**config.mk**
```make
export PLATFORM = sky130hd
export DESIGN_NAME = mat3_det
export DESIGN_NICKNAME = d
export VERILOG_FILES = /design/src/rtl/mat3_det_pkg.sv /design/src/rtl/mat3_det_serializer.sv /design/src/rtl/mat3_det.sv
export SDC_FILE = /design/constraint.sdc
export NUM_CORES = 1
export LEC_CHECK = 0
export ABC_CLOCK_PERIOD_IN_PS = 18400
export CAP_MARGIN = 10
export CORE_UTILIZATION = 61
export DETAILED_ROUTE_END_ITERATION = 16
export GPL_TIMING_DRIVEN = 0
export PLACE_DENSITY = 0.82
export SKIP_CTS_REPAIR_TIMING = 1
export SYNTH_ARGS = -nofsm -noshare
export SYNTH_HDL_FRONTEND = slang
export SYNTH_SLANG_ARGS = --single-unit
```
**constraint.sdc**
```tcl
create_clock -name i_clk -period 18.4 [get_ports i_clk]
set_input_delay 3.68 -clock i_clk [delete_from_list [all_inputs] [get_ports i_clk]]
set_output_delay 3.68 -clock i_clk [all_outputs]
set_load 0.02 [all_outputs]
```
**src/rtl/mat3_det_pkg.sv**
```systemverilog
// Shared types and constants for the 3x3 determinant engine.
// The determinant is expanded into six triple products (rule of Sarrus);
// each term lists the three element indices it multiplies and its sign.
package mat3_det_pkg;

  localparam int unsigned N_TERMS = 6;
  localparam int unsigned ELEM_W  = 8;
  localparam int unsigned N_ELEMS = 9;
  localparam int unsigned MAT_W   = N_ELEMS * ELEM_W;

  typedef enum logic [1:0] {
    IDLE,
    MUL_A,
    MUL_B,
    SEND
  } state_t;

  // Element indices (k = row*3 + col) for each of the six terms.
  localparam logic [0:N_TERMS-1][0:2][3:0] TERM_IDX = '{
    '{4'd0, 4'd4, 4'd8},
    '{4'd1, 4'd5, 4'd6},
    '{4'd2, 4'd3, 4'd7},
    '{4'd2, 4'd4, 4'd6},
    '{4'd0, 4'd5, 4'd7},
    '{4'd1, 4'd3, 4'd8}
  };

  // 1 = term is subtracted from the accumulator.
  localparam logic [0:N_TERMS-1] TERM_NEG = 6'b000111;

  // Pick element k out of the flattened matrix.
  function automatic logic [ELEM_W-1:0] elem_at(input logic [MAT_W-1:0] m,
                                                input logic [3:0]       k);
    return m[{k, 3'b000} +: ELEM_W];
  endfunction

endpackage

```
**src/rtl/mat3_det_serializer.sv**
```systemverilog
// Byte serializer: loads a full result word and presents it MSB-first,
// one byte per valid/ready handshake. done pulses with the last handshake.
module byte_serializer
  import mat3_det_pkg::*;
#(
  parameter int unsigned ACC_W = 32
) (
  input  logic             i_clk,
  input  logic             i_rst_n,
  input  logic             load,
  input  logic [ACC_W-1:0] data,
  output logic [7:0]       o_data,
  output logic             o_valid,
  input  logic             i_ready,
  output logic             done
);

  localparam int unsigned OUT_BYTES = ACC_W / 8;
  localparam int unsigned CNT_W     = $clog2(OUT_BYTES);

  logic [ACC_W-1:0] shift_q;
  logic [CNT_W-1:0] cnt_q;
  logic             fire;

  assign fire   = o_valid & i_ready;
  assign done   = fire && (cnt_q == CNT_W'(OUT_BYTES - 1));
  // Top byte of the shift register is always the byte on offer; once all
  // bytes are shifted out the register is zero, so o_data idles at 0.
  assign o_data = shift_q[ACC_W-1 -: 8];

  // Load a new word, or advance one byte per accepted handshake.
  always_ff @(posedge i_clk or negedge i_rst_n) begin
    if (!i_rst_n) begin
      shift_q <= '0;
      cnt_q   <= '0;
      o_valid <= 1'b0;
    end else if (load) begin
      shift_q <= data;
      cnt_q   <= '0;
      o_valid <= 1'b1;
    end else if (fire) begin
      shift_q <= {shift_q[ACC_W-9:0], 8'h00};
      cnt_q   <= cnt_q + CNT_W'(1);
      if (done) begin
        o_valid <= 1'b0;
      end
    end
  end

endmodule

```
**src/rtl/mat3_det.sv**
```systemverilog
// 3x3 unsigned-byte matrix determinant with a single shared multiplier.
// Each of the six terms takes two cycles (x*y, then *z and accumulate);
// the signed result is presented in parallel with a strobe and streamed
// MSB-first through the byte serializer.
module mat3_det
  import mat3_det_pkg::*;
#(
  parameter int unsigned ACC_W = 32
) (
  input  logic             i_clk,
  input  logic             i_rst_n,
  input  logic [MAT_W-1:0] i_mat,
  input  logic             i_recvd,
  output logic             o_busy,
  output logic [ACC_W-1:0] o_det,
  output logic             o_det_strobe,
  output logic [7:0]       o_data,
  output logic             o_valid,
  input  logic             i_ready
);

  localparam int unsigned OUT_BYTES = ACC_W / 8;

  state_t           state_q;
  logic [MAT_W-1:0] mat_q;
  logic [2:0]       term_q;
  logic [15:0]      p16_q;
  logic [ACC_W-1:0] acc_q;
  logic             recvd_q;

  logic             start;
  logic             last_term;
  logic [7:0]       op_x;
  logic [7:0]       op_y;
  logic [7:0]       op_z;
  logic [23:0]      prod24;
  logic [ACC_W-1:0] acc_next;
  logic             ser_load;
  logic             ser_done;

  // Remember last cycle's i_recvd for rising-edge detection.
  always_ff @(posedge i_clk or negedge i_rst_n) begin
    if (!i_rst_n) begin
      recvd_q <= 1'b0;
    end else begin
      recvd_q <= i_recvd;
    end
  end

  // Edges outside IDLE are dropped, not queued.
  assign start     = i_recvd & ~recvd_q & (state_q == IDLE);
  assign last_term = (term_q == 3'(N_TERMS - 1));

  // Operand selection and the accumulate step for the current term.
  always_comb begin
    op_x     = elem_at(mat_q, TERM_IDX[term_q][0]);
    op_y     = elem_at(mat_q, TERM_IDX[term_q][1]);
    op_z     = elem_at(mat_q, TERM_IDX[term_q][2]);
    prod24   = 24'(p16_q) * 24'(op_z);
    acc_next = acc_q + ACC_W'(prod24);
    if (TERM_NEG[term_q]) begin
      acc_next = acc_q - ACC_W'(prod24);
    end
  end

  // The serializer picks up the result on the same edge that o_det does,
  // so the first byte is valid in the strobe cycle.
  assign ser_load = (state_q == MUL_B) && last_term;

  // Control FSM: capture, six two-cycle terms, then wait for the stream.
  always_ff @(posedge i_clk or negedge i_rst_n) begin
    if (!i_rst_n) begin
      state_q      <= IDLE;
      mat_q        <= '0;
      term_q       <= '0;
      p16_q        <= '0;
      acc_q        <= '0;
      o_busy       <= 1'b0;
      o_det        <= '0;
      o_det_strobe <= 1'b0;
    end else begin
      o_det_strobe <= 1'b0;
      unique case (state_q)
        IDLE: begin
          if (start) begin
            mat_q   <= i_mat;
            acc_q   <= '0;
            term_q  <= '0;
            o_busy  <= 1'b1;
            state_q <= MUL_A;
          end
        end
        MUL_A: begin
          p16_q   <= 16'(op_x) * 16'(op_y);
          state_q <= MUL_B;
        end
        MUL_B: begin
          acc_q <= acc_next;
          if (last_term) begin
            o_det        <= acc_next;
            o_det_strobe <= 1'b1;
            state_q      <= SEND;
          end else begin
            term_q  <= term_q + 3'd1;
            state_q <= MUL_A;
          end
        end
        SEND: begin
          if (ser_done) begin
            o_busy  <= 1'b0;
            state_q <= IDLE;
          end
        end
        default: state_q <= IDLE;
      endcase
    end
  end

  byte_serializer #(
    .ACC_W (ACC_W)
  ) u_ser (
    .i_clk   (i_clk),
    .i_rst_n (i_rst_n),
    .load    (ser_load),
    .data    (acc_next),
    .o_data  (o_data),
    .o_valid (o_valid),
    .i_ready (i_ready),
    .done    (ser_done)
  );

endmodule

```
==> results of run 1 <==
per-stage QoR:
stage / utilization (%) / area (µm²) / std cells / setup WS [ps] / hold WS [ps]
2_1_floorplan: - / 17300 / 1808 / 8270 / 444
3_3_place_gp: 68.1 / 19000 / 2304 / 5580 / 454
3_5_place_dp: 68.2 / 19000 / 2305 / 6300 / 463
4_1_cts: 70.4 / 19600 / 2337 / 6230 / 484
5_1_grt: 70.4 / 19600 / 2337 / 5240 / 500
6_report: 70.4 / 19600 / 2337 / 6100 / 482
placed cells by master, fill, tap and decap left out, types with 9 or more instances in the layout:
cell type,count
or2_2,11
nand3_1,20
fa_1,121
mux4_2,27
and3_1,10
o21ai_0,109
xor2_1,38
dfrtp_1,195
a211oi_1,23
a21o_1,35
clkdlybuf4s50_1,117
o211ai_1,11
nand2b_1,59
nor2_1,97
a21oi_1,92
clkbuf_16,17
nand2_1,163
xnor2_1,34
buf_4,9
clkbuf_1,54
mux2_2,83
or3_1,9
nor3_1,21
o21a_1,13
and2_1,36
mux2i_1,17
nor2b_1,107
ha_1,120
inv_1,169
routing by layer:
metal | global-route usage (%) | wire length [µm]
met1 | 43.9 | 18500
met2 | 49.8 | 20200
met3 | 6.95 | 3680
met4 | 10.8 | 1180
met5 | 0 | 0
cell type report:
class	count	area [µm²]	area share [%]
multi-input combinational	1366	11400	58.3
sequential	195	4880	24.9
buffer	75	337	1.72
timing repair buffer	119	1210	6.19
tap	378	473	2.41
inverter	172	646	3.29
clock inverter	15	205	1.05
clock buffer	17	425	2.17
final timing paths:
path                                          endpoint  slack, ps                  start  cells past startpoint
worst min register to register    o_det[5]$_DFFE_PN0P_        480   o_det[5]$_DFFE_PN0P_                      1
worst max register to register   acc_q[31]$_DFFE_PN0P_       6100  term_q[0]$_DFFE_PN0P_                     40
min in group asynchronous       o_det_strobe$_DFF_PN0_       3250                i_rst_n                      1
worst min-delay path              o_det[5]$_DFFE_PN0P_        480   o_det[5]$_DFFE_PN0P_                      1
max in group asynchronous         p16_q[7]$_DFFE_PN0N_      14180                i_rst_n                      2
worst max-delay path             acc_q[31]$_DFFE_PN0P_       6100  term_q[0]$_DFFE_PN0P_                     40
critical path: cells and delay by family (launching register included):
kind                       cells  cell delay (ps)
adders and majority gates      7             2980
and+or+nand+nor               11             3360
xor gates and xnor gates       2              330
AOI/OAI and AO/OA             11             3040
buffers and inverters          8             1290
muxes                          1              620
DFF                            1              510
registers in the layout (all words and copies together), names as in the netlist, 2 cells and up:
name and cells:
p16_q 16, acc_q 32, state_q 2, u_ser.shift_q 32, mat_q 72, term_q 3
o_det 32, u_ser.cnt_q 2
kinds of logic (layout without fill, tap and decap cells):
kind of cell	after synthesis	count (layout)	share of synthesized area [%]
AO/OA/AOI/OAI	366	366	13.4
flip-flops	195	195	28.2
multiplexers	127	127	9.90
adder cells (fa/ha/maj)	241	241	22.7
AND/OR/NAND/NOR	560	560	16.5
buffers and inverters	247	398	5.68
XOR/XNOR	72	72	3.64
Yosys cell counts, drive strengths merged, types with 5 or more instances:
cell	count
nor2	97
mux2	83
nor3	22
o31ai	5
a21oi	92
a21o	35
nand2b	59
o21ai	113
clkbuf	54
fa	121
ha	120
or3	9
and3	10
buf	21
a21boi	8
or2	12
a22oi	7
o31a	7
xnor2	34
o21a	13
xor2	38
o21bai	5
a211oi	23
mux4	27
and2	37
inv	170
dfrtp	195
a211o	5
nor4	8
a31oi	5
nand2	164
o211ai	11
nand3	20
a22o	6
mux2i	17
nor2b	107
==> flow_metrics.env, run 1 <==
export IMPL_critical_path_arrival_ps=12630
export IMPL_drt_total_wl_mm=43.6
export IMPL_synth_top_cell_area_share_pct=28.2
export IMPL_slowest_delay_ps=830
export IMPL_drc_errors=0
export IMPL_drive_above_1_share_pct=9.55
export IMPL_viasPerCell=5.98
export IMPL_drtIter0Drc=1118
export IMPL_antenna_cells=0
export IMPL_ios=119
export IMPL_avgSynthCellArea_um2=9.57
export IMPL_via_count=14000
export IMPL_clkTransAtPathRegs_ps=80
export IMPL_fin_skew_ps=14.3
export IMPL_fin_tns_setup_ps=0
export IMPL_finalMaxSlewViolations=0
export IMPL_worst_pin_slew_ps=1110
export IMPL_grt_overflow_total=0
export IMPL_rsz0062_at_grt="false"
export IMPL_fin_crit_sh_pct=66.9
export IMPL_dieArea_um2=29000
export IMPL_postSynth_asyncResetShare_pct=100
export IMPL_ys_warn_count=0
export IMPL_final_nets=2263
export IMPL_clock_sinks=195
export IMPL_required_ps=18730
export IMPL_critical_path_class="flop to flop"
export IMPL_start_util_pct=62.1
export IMPL_status="completed"
export IMPL_fill_cells=2065
export IMPL_rows=61
export IMPL_track_usage_pct=31.8
export IMPL_path_common_cell="inv_1"
export IMPL_clkLatencyLatePin_ps=460
export IMPL_setup_violations=0
export IMPL_timing_fmax_ghz=0.0813
export IMPL_cp_max_fo=10
export IMPL_cts_tree="yes"
export IMPL_crit_slowest_cell="a22oi_1"
export IMPL_hpwl_mm=33.5
export IMPL_gp_congestion=0.915
export IMPL_drv_cap=0
export IMPL_syn_area_um2=17300
export IMPL_synth_edf_count=0
export IMPL_wl_per_cell_um=18.6
export IMPL_clock_root_buffer="clkbuf_16"
export IMPL_grt_pass1_vias=14000
export IMPL_start_kind="flop"
export IMPL_die_x_um=170
export IMPL_core_area_um2=27900
export IMPL_first_pass_iters=5
export IMPL_io_buffers=118
export IMPL_synth_area_leaders="dfrtp_1 28%, fa_1 14%, ha_1 8.7%"
export IMPL_drtAntennaViolNets=0
export IMPL_syn_to_final_growth_pct=13.4
export IMPL_period_needed_ps=12300
export IMPL_crit_path_end_kind="flop"
export IMPL_synth_area_leader_cell="dfrtp_1"
export IMPL_min_path_type="flop to flop"
export IMPL_hold_viol=0
export IMPL_syn_inst=1808
export IMPL_antenna_found_initial=1
export IMPL_grt_pass1_wl_mm=71.8
export IMPL_grt_max_degree=101
export IMPL_die_h_um=170
export IMPL_maxSlewHeadroom_pct=25.9
export IMPL_cts_made_buffers=17
export IMPL_ys_seq_area_share_pct=28.2
export IMPL_syn_nets=2125
export IMPL_ctsLongestPathBuffers=2
export IMPL_synth_ff_type="dfrtp_1"
export IMPL_yosysUniqueCellTypes=77
export IMPL_synth_seq_cells=195
export IMPL_cts_max_level=4
Power of run 1 is left out: the tool's default activity adds up to more than one toggle a clock period on the data nets, which glitch-free logic cannot reach.
==> inputs of run 2 (changes only) <==
Settings changed: ABC_CLOCK_PERIOD_IN_PS 18400 to 11120, CORE_UTILIZATION 61 to 55, PLACE_DENSITY 0.82 to 0.78.
Clock period 18.4 ns to 11.12 ns, I/O delays scaled along.
==> run 2 against run 1 <==
Compared with the run above: routed wire length decreased by 0.10%; via count increased by 0.11%; die area up 11%; register-to-register slack worse by 5700 ps; cell area grew 1.3%; clock skew increased by 8.3 ps; worst hold slack worse by 2.9 ps; sequential cell count did not move; critical path type unchanged.
==> flow_metrics.env, run 2 (synthesized netlist as in run 1, its figures left out) <==
export IMPL_fin_tns_setup_ps=0
export IMPL_cp_top_family="adder cells"
export IMPL_drv_cap=0
export IMPL_min_path_type="flop to flop"
export IMPL_gp_congestion=0.911
export IMPL_clock_root_buffer="clkbuf_16"
export IMPL_track_usage_pct=28.0
export IMPL_status="completed"
export IMPL_drive_above_1_share_pct=11.1
export IMPL_clkTransAtPathRegs_ps=80
export IMPL_grt_pass1_vias=13700
export IMPL_clkLatencyLatePin_ps=460
export IMPL_pre_cts_slack_ps=-1100
export IMPL_finalWorstSetupSlack_ps=425
export IMPL_critical_path_arrival_ps=11020
export IMPL_ctsLongestPathBuffers=2
export IMPL_die_h_um=179
export IMPL_critical_path_class="flop to flop"
export IMPL_hold_viol=0
export IMPL_final_nets=2274
export IMPL_die_x_um=179
export IMPL_fin_skew_ps=22.6
export IMPL_drc_errors=0
export IMPL_final_common_cell="dfrtp_1"
export IMPL_drtIter0Drc=1155
export IMPL_hpwl_mm=33.8
export IMPL_clock_sinks=195
export IMPL_syn_to_final_growth_pct=14.8
export IMPL_drt_total_wl_mm=43.5
export IMPL_first_pass_iters=6
export IMPL_cts_tree="yes"
export IMPL_period_needed_ps=10700
export IMPL_cp_max_fo=10
export IMPL_wl_per_cell_um=18.4
export IMPL_drtAntennaViolNets=0
export IMPL_cts_made_buffers=17
export IMPL_rows=64
export IMPL_finalMaxSlewViolations=0
export IMPL_antenna_found_initial=0
export IMPL_start_util_pct=56.3
export IMPL_cts_max_level=4
export IMPL_core_area_um2=30700
export IMPL_crit_path_end_kind="flop"
export IMPL_maxSlewHeadroom_pct=18.1
export IMPL_required_ps=11440
export IMPL_io_buffers=118
export IMPL_grt_max_degree=107
export IMPL_crit_slowest_cell="or4b_2"
export IMPL_path_common_cell="inv_1"
export IMPL_setup_violations=0
export IMPL_viasPerCell=5.91
export IMPL_ios=119
export IMPL_slowest_delay_ps=710
export IMPL_fin_crit_sh_pct=96.2
export IMPL_cp_num_buf_inv=8
export IMPL_top_register="mat_q"
export IMPL_start_kind="flop"
export IMPL_dieArea_um2=32200
export IMPL_grt_pass1_wl_mm=70.4
export IMPL_largest_reg_flops=72
export IMPL_worst_pin_slew_ps=1230
export IMPL_mostFrequentLayoutCells="194 x dfrtp_1, 169 x inv_1, 163 x nand2_1, 121 x fa_1, 120 x ha_1"
export IMPL_grt_overflow_total=0
export IMPL_antenna_cells=0
export IMPL_via_count=14000
export IMPL_timing_fmax_ghz=0.0935
==> run 2: through the flow <==
step | area, µm² | std cells | hold slack [ps] | utilization (%)
2_1_floorplan | 17300 | 1808 | 444 | -
3_3_place_gp | 19000 | 2322 | 456 | 61.7
3_5_place_dp | 19000 | 2323 | 465 | 61.8
4_1_cts | 19700 | 2355 | 483 | 64.0
5_1_grt | 19900 | 2366 | 502 | 64.6
6_report | 19900 | 2366 | 479 | 64.6
==> run 2: final cells by class <==
cell class / count / area, µm²
multi-input cells: 1366 / 11500
fillers: 2519 / 10900
flip-flops and latches: 195 / 4880
repair buffers: 131 / 1320
inverters: 172 / 646
well taps: 396 / 495
clock buffers: 17 / 425
plain buffers: 74 / 347
clock inverters: 15 / 236
==> run 2: routing by layer <==
| metal | part of all wire, % | wire length, µm | GRT usage, % |
|---|---|---|---|
| met1 | 45 | 19700 | 40.6 |
| met4 | 1.5 | 636 | 8.12 |
| met5 | 0 | 0 | 0 |
| met3 | 6.6 | 2880 | 5.15 |
| met2 | 47 | 20300 | 43.1 |
==> run 2: path summary, 6_finish.rpt <==
kind | from | endpoint | slack, ps | depth (start not counted)
max | term_q[0]$_DFFE_PN0P_ | acc_q[31]$_DFFE_PN0P_ | 420 | 39
max reg2reg | term_q[0]$_DFFE_PN0P_ | acc_q[31]$_DFFE_PN0P_ | 420 | 39
min reg2reg | o_det[7]$_DFFE_PN0P_ | o_det[7]$_DFFE_PN0P_ | 480 | 1
min | o_det[7]$_DFFE_PN0P_ | o_det[7]$_DFFE_PN0P_ | 480 | 1
min in group asynchronous | i_rst_n | o_det[2]$_DFFE_PN0P_ | 1780 | 1
max in group asynchronous | i_rst_n | mat_q[68]$_DFFE_PN0P_ | 8370 | 2
==> run 2: worst register-to-register path: cells and delay by family (launching register included) <==
family / cells / cell delay, ps
adders and majority gates: 7 / 3020
and+or+nand+nor: 11 / 2710
xor gates and xnor gates: 2 / 340
AOI/OAI and AO/OA: 10 / 2520
DFF: 1 / 470
muxes: 1 / 450
buffers and inverters: 8 / 1080
Power of run 2 is left out for the same reason.
